**config.mk**
```make
export PLATFORM = sky130hd
export DESIGN_NAME = block_ram_arbiter
export DESIGN_NICKNAME = d
export VERILOG_FILES = /design/src/rtl/block_ram_arbiter.sv
export SDC_FILE = /design/constraint.sdc
export NUM_CORES = 1
export LEC_CHECK = 0
export BUFFER_PORTS_ARGS = -buffer_cell sky130_fd_sc_hd__buf_2
export CAP_MARGIN = 20
export CORE_MARGIN = 2
export CORE_UTILIZATION = 30
export CTS_CLUSTER_SIZE = 12
export DETAILED_ROUTE_END_ITERATION = 12
export PLACE_DENSITY = 0.68
export RECOVER_POWER = 25
export SLEW_MARGIN = 15
export SYNTH_ARGS = -nofsm -noshare
export SYNTH_HDL_FRONTEND = slang
export SYNTH_SLANG_ARGS = --single-unit
```
**constraint.sdc**
```tcl
create_clock -name clock -period 1.92 [get_ports clock]
set_clock_uncertainty 0.2 [all_clocks]
set_input_delay 0.384 -clock clock [delete_from_list [all_inputs] [get_ports clock]]
set_output_delay 0.384 -clock clock [all_outputs]
set_load 0.01 [all_outputs]
```
**src/rtl/block_ram_arbiter.sv**
```systemverilog
`default_nettype none
// ============================================================================
// Module      : block_ram_arbiter
// Description : Round-robin arbiter that shares one single-port block RAM
//               between NUM_REQUESTERS valid/ready masters. The grant is
//               registered onto the RAM port. Read data is routed back to the
//               owning master after a fixed latency.
// Options     : define BLOCK_RAM_ARBITER_PERF_EN to add per-master grant
//               counters and a conflict counter.
// Revision    : 1.0 - initial release
// ============================================================================
module block_ram_arbiter #(
  parameter int NUM_REQUESTERS = 2,
  parameter int ADDR_WIDTH     = 16,
  parameter int DATA_WIDTH     = 32,
  parameter int READ_LATENCY   = 1
) (
  input  logic                                 clock,
  input  logic                                 resetn,
  input  logic [NUM_REQUESTERS-1:0]            req_valid,
  output logic [NUM_REQUESTERS-1:0]            req_ready,
  input  logic [NUM_REQUESTERS-1:0]            req_write,
  input  logic [NUM_REQUESTERS*ADDR_WIDTH-1:0] req_address,
  input  logic [NUM_REQUESTERS*DATA_WIDTH-1:0] req_write_data,
  output logic [NUM_REQUESTERS-1:0]            resp_valid,
  output logic [DATA_WIDTH-1:0]                resp_data,
  output logic                                 ram_write_enabled,
  output logic [ADDR_WIDTH-1:0]                ram_address,
  output logic [DATA_WIDTH-1:0]                ram_write_data,
  input  logic [DATA_WIDTH-1:0]                ram_read_data
`ifdef BLOCK_RAM_ARBITER_PERF_EN
  ,
  output logic [NUM_REQUESTERS*32-1:0]         grant_count,
  output logic [31:0]                          conflict_count
`endif
);

  localparam int ID_W = $clog2(NUM_REQUESTERS);

  // Arbitration state and registered RAM port
  logic [ID_W-1:0]       last_grant_q, last_grant_d;
  logic                  ram_we_q, ram_we_d;
  logic [ADDR_WIDTH-1:0] ram_addr_q, ram_addr_d;
  logic [DATA_WIDTH-1:0] ram_wdata_q, ram_wdata_d;

  // Read tag sitting alongside the address on the RAM port. It enters the
  // READ_LATENCY-deep return pipeline when the RAM captures the address.
  logic                  rd_port_valid_q, rd_port_valid_d;
  logic [ID_W-1:0]       rd_port_id_q, rd_port_id_d;

  logic [READ_LATENCY-1:0]           pipe_valid_q, pipe_valid_d;
  logic [READ_LATENCY-1:0][ID_W-1:0] pipe_id_q, pipe_id_d;

  // Arbiter outputs
  logic            grant_found;
  logic [ID_W-1:0] grant_idx;
  logic            accept;
  int              cand;

  // Round-robin search starting just after the last granted master
  always_comb begin
    grant_found = 1'b0;
    grant_idx   = '0;
    cand        = 0;
    for (int k = 1; k <= NUM_REQUESTERS; k++) begin
      if (!grant_found) begin
        cand = (int'(last_grant_q) + k) % NUM_REQUESTERS;
        if (req_valid[cand]) begin
          grant_found = 1'b1;
          grant_idx   = cand[ID_W-1:0];
        end
      end
    end
  end

  // One-hot ready; held low while reset is asserted so nothing is accepted
  always_comb begin
    req_ready = '0;
    if (grant_found && resetn) begin
      req_ready[grant_idx] = 1'b1;
    end
  end

  assign accept = |req_ready;

  // Next state for the RAM port, grant pointer and read-return pipeline
  always_comb begin
    last_grant_d    = last_grant_q;
    ram_we_d        = 1'b0;
    ram_addr_d      = ram_addr_q;
    ram_wdata_d     = ram_wdata_q;
    rd_port_valid_d = 1'b0;
    rd_port_id_d    = rd_port_id_q;
    if (accept) begin
      last_grant_d    = grant_idx;
      ram_we_d        = req_write[grant_idx];
      ram_addr_d      = req_address[grant_idx*ADDR_WIDTH +: ADDR_WIDTH];
      ram_wdata_d     = req_write_data[grant_idx*DATA_WIDTH +: DATA_WIDTH];
      rd_port_valid_d = ~req_write[grant_idx];
      rd_port_id_d    = grant_idx;
    end
    pipe_valid_d[0] = rd_port_valid_q;
    pipe_id_d[0]    = rd_port_id_q;
    for (int s = 1; s < READ_LATENCY; s++) begin
      pipe_valid_d[s] = pipe_valid_q[s-1];
      pipe_id_d[s]    = pipe_id_q[s-1];
    end
  end

  // State registers; reset discards in-flight reads and cancels a pending write
  always_ff @(posedge clock) begin
    if (!resetn) begin
      last_grant_q    <= ID_W'(NUM_REQUESTERS - 1);
      ram_we_q        <= 1'b0;
      ram_addr_q      <= '0;
      ram_wdata_q     <= '0;
      rd_port_valid_q <= 1'b0;
      rd_port_id_q    <= '0;
      pipe_valid_q    <= '0;
      pipe_id_q       <= '0;
    end else begin
      last_grant_q    <= last_grant_d;
      ram_we_q        <= ram_we_d;
      ram_addr_q      <= ram_addr_d;
      ram_wdata_q     <= ram_wdata_d;
      rd_port_valid_q <= rd_port_valid_d;
      rd_port_id_q    <= rd_port_id_d;
      pipe_valid_q    <= pipe_valid_d;
      pipe_id_q       <= pipe_id_d;
    end
  end

  assign ram_write_enabled = ram_we_q;
  assign ram_address       = ram_addr_q;
  assign ram_write_data    = ram_wdata_q;

  // Steer the response pulse to the owning master; never to an invalid index
  always_comb begin
    resp_valid = '0;
    if (pipe_valid_q[READ_LATENCY-1] &&
        (int'(pipe_id_q[READ_LATENCY-1]) < NUM_REQUESTERS)) begin
      resp_valid[pipe_id_q[READ_LATENCY-1]] = 1'b1;
    end
  end

  assign resp_data = ram_read_data;

`ifdef BLOCK_RAM_ARBITER_PERF_EN
  logic [NUM_REQUESTERS-1:0][31:0] grant_cnt_q, grant_cnt_d;
  logic [31:0]                     conflict_cnt_q, conflict_cnt_d;
  logic                            multi_valid;

  // Two or more valid bits: clearing the lowest set bit leaves something
  assign multi_valid = (req_valid & (req_valid - {{(NUM_REQUESTERS-1){1'b0}}, 1'b1})) != '0;

  // Counter increments; both wrap naturally at 2^32
  always_comb begin
    grant_cnt_d    = grant_cnt_q;
    conflict_cnt_d = conflict_cnt_q;
    if (accept) begin
      grant_cnt_d[grant_idx] = grant_cnt_q[grant_idx] + 32'd1;
    end
    if (multi_valid) begin
      conflict_cnt_d = conflict_cnt_q + 32'd1;
    end
  end

  // Counter registers
  always_ff @(posedge clock) begin
    if (!resetn) begin
      grant_cnt_q    <= '0;
      conflict_cnt_q <= '0;
    end else begin
      grant_cnt_q    <= grant_cnt_d;
      conflict_cnt_q <= conflict_cnt_d;
    end
  end

  assign grant_count    = grant_cnt_q;
  assign conflict_count = conflict_cnt_q;
`endif

endmodule
`default_nettype wire

```
==> run metrics <==
register area share after synthesis 46.18%; Fill cells 747; CTS tree yes; final hold slack around 0.096 ns; MaxCap Viol Count 0; Via Count 2064; Switch Pwr approximately 600 µW; Worst Hold Class input port to flop; Syn Std Cell Area about 2300 µm²; Cell Pwr Density around 800 nW/µm²; Ports 219; cts hold-fix bufs 0; CTS buffer count 5; Clock Path Buffers 2; Hold Vio Cnt, Final 0; Die Wd approximately 90 µm; mean routed wirelength per cell 14.63 µm; Synth Register Bits 54; worst-path cell chain nand2b_4, and3_4, buf_12, buf_2; Row Count 32; Comb pwr share 16.9%; Seq pwr share roughly 48%; IO buf count between 150 and 200; Total GRT Usage 14.49%; Req. time, crit path 1.34 ns; Area growth syn-to-layout 36.88%; Clk network pwr share a little over a third; Die H 92.34 µm; vias in the first global route 1910; grt ovf 0; pre-CTS WS 0.1066 ns; vias per inst 4.659; first-pass GRT wire length 9708 µm; Fmax around 550 MHz; initial detailed-routing violation count 58; clk slew on worst S/H paths 0.10 ns; Syn Nets 353; most common cell in the synthesized netlist dfxtp_1; synth top area cells dfxtp_1, a221o_1, and2_1; Antenna Cells 0; Detail Placement HPWL between 4000 and 5000 µm; post-layout instance area 3204 µm²; ys flop type dfxtp_1; setup ws final 0.09478 ns; Worst-Margin Slew between 0.2 and 0.25 ns; DP Area just under 3000 µm²; setup TNS 0 ns; Starting Density 30.61%; pin count of the biggest net entering global routing about 50; Pint 2.013 mW; number of antenna violations at the first check in global routing 0; YS warnings 0; synthesized instance count approximately 220; sw frac 22.96%; top cells by count, synth dfxtp_1, and2_1, a221o_1, buf_4, buf_2; leakage 1.626 nW; max incr delay on CP 0.35 ns; Setup violations, final 0; unrepaired setup endpoints after global routing false; Setup crit start kind flop; slowest library cell on the worst path dfxtp_2; crit path capture type primary output; core area 7647 µm²; Yosys cell types 18; Final Core Density 41.90%; Tcrit/Tclk final 95.06%; largest area contributor in the synthesized netlist dfxtp_1; # clock sinks 54; nets 474; GPL Wtd Cong roughly 0.68; relative slew slack 84.95%; share of synthesized registers carrying an async set or reset 0%; total power between 2 and 3 mW; # DRC 0; syn avg cell area around 11 µm²; setup slack, reg-to-reg between 0.2 and 0.3 ns; Peak VDD IR 479.2 µV; dpl cells 430; outcome finished, final reports clean; Slew Viols, Final 0; minimum clock period about 1.8 ns; WP data arrival roughly 1.2 ns; H-tree levels 2; First-pass DRT Iterations 4; Antenna Nets Post-Route 0; DRT Wirelength 6479 µm; CP Max Fanout 4; share of layout cells above drive strength 1 51.91%; clk root buf clkbuf_8; die area 8526 µm²; post-route non-filler standard cell count 443; WS Path Type flop to primary output; Worst-Skew Late Latency approximately 0.3 ns; post-synth top area share 46.18%; number of synthesized flops with an enable pin 0
worst max-delay path, delay by kind of cell, from the launching register on:
family / cells / cell delay [ns]
buffers and inverters: 2 / 0.25
and+or+nand+nor: 2 / 0.34
DFF: 1 / 0.35
worst paths after layout:
check                       end  cells after the start               start
max                req_ready[0]                      4        last_grant_q
min          ram_write_data[28]                      2  req_write_data[60]
max reg2reg      ram_address[0]                      5        last_grant_q
min reg2reg        pipe_valid_q                      1        pipe_valid_d
cell families after synthesis:
logic type	Yosys count	synth area share, %
simple gates	61	16.46
flops	54	46.18
compound gates	53	22.29
buf+inv	51	15.07
routing by layer:
layer,track usage (%),share of wire [%],wire length [µm],vias up
met2,24.51,48,3108,112
met4,5.100,2.2,142,0
met3,3.580,6.9,449,18
met5,0,0,0,-
li1,-,-,-,1008
met1,17.90,43,2779,926
cell type report:
| cell class | instances | area (µm²) | share of cell area [%] |
|---|---|---|---|
| multi-input combinational | 114 | 918.4 | 28.66 |
| inverter | 2 | 7.507 | 0.2343 |
| clock inverter | 2 | 60.06 | 1.874 |
| sequential | 54 | 1082 | 33.78 |
| clock buffer | 6 | 82.58 | 2.577 |
| timing repair buffer | 163 | 925.9 | 28.89 |
| tap | 102 | 127.6 | 3.983 |
power groups by stage:
stage	combinational (mW)	sequential [mW]	clock, mW
after detailed placement	0.414	1.27	0
after floorplan	0.217	1.31	0
after global placement	0.407	1.27	0
final	0.441	1.25	0.923
after global routing	0.482	1.26	0.980
after CTS	0.442	1.25	0.943
state kept, by name, summed over array words and instances (netlist names):
name,flops
ram_write_data,32
ram_address,16
last_grant_q,1
pipe_id_d,1
pipe_id_q,1
pipe_valid_d,1
pipe_valid_q,1
ram_write_enabled,1
placed cells by master (no fill, tap or decap):
cell       instances
a21boi_2           1
a221o_1           48
a32oi_1            2
and2_1            51
and2_2             1
and3_4             1
buf_12             3
buf_2            154
buf_4              4
bufbuf_16          2
bufinv_16          2
clkbuf_8           6
dfxtp_1           53
dfxtp_2            1
inv_1              2
nand2_1            2
nand2b_4           1
nor2b_1            4
nor3b_2            1
o21a_1             1
o21ai_0            1
what timing repair did:
action                                  in CTS  in global routing
hold endpoints to repair                     0                  0
pin swaps                                    0                  0
gates resized for setup                      2                  0
endpoints found under the setup margin       1                  1
buffers inserted                             1                  2
cloned                                       2                  0
Note: power is estimated with default switching activity, not from simulation.
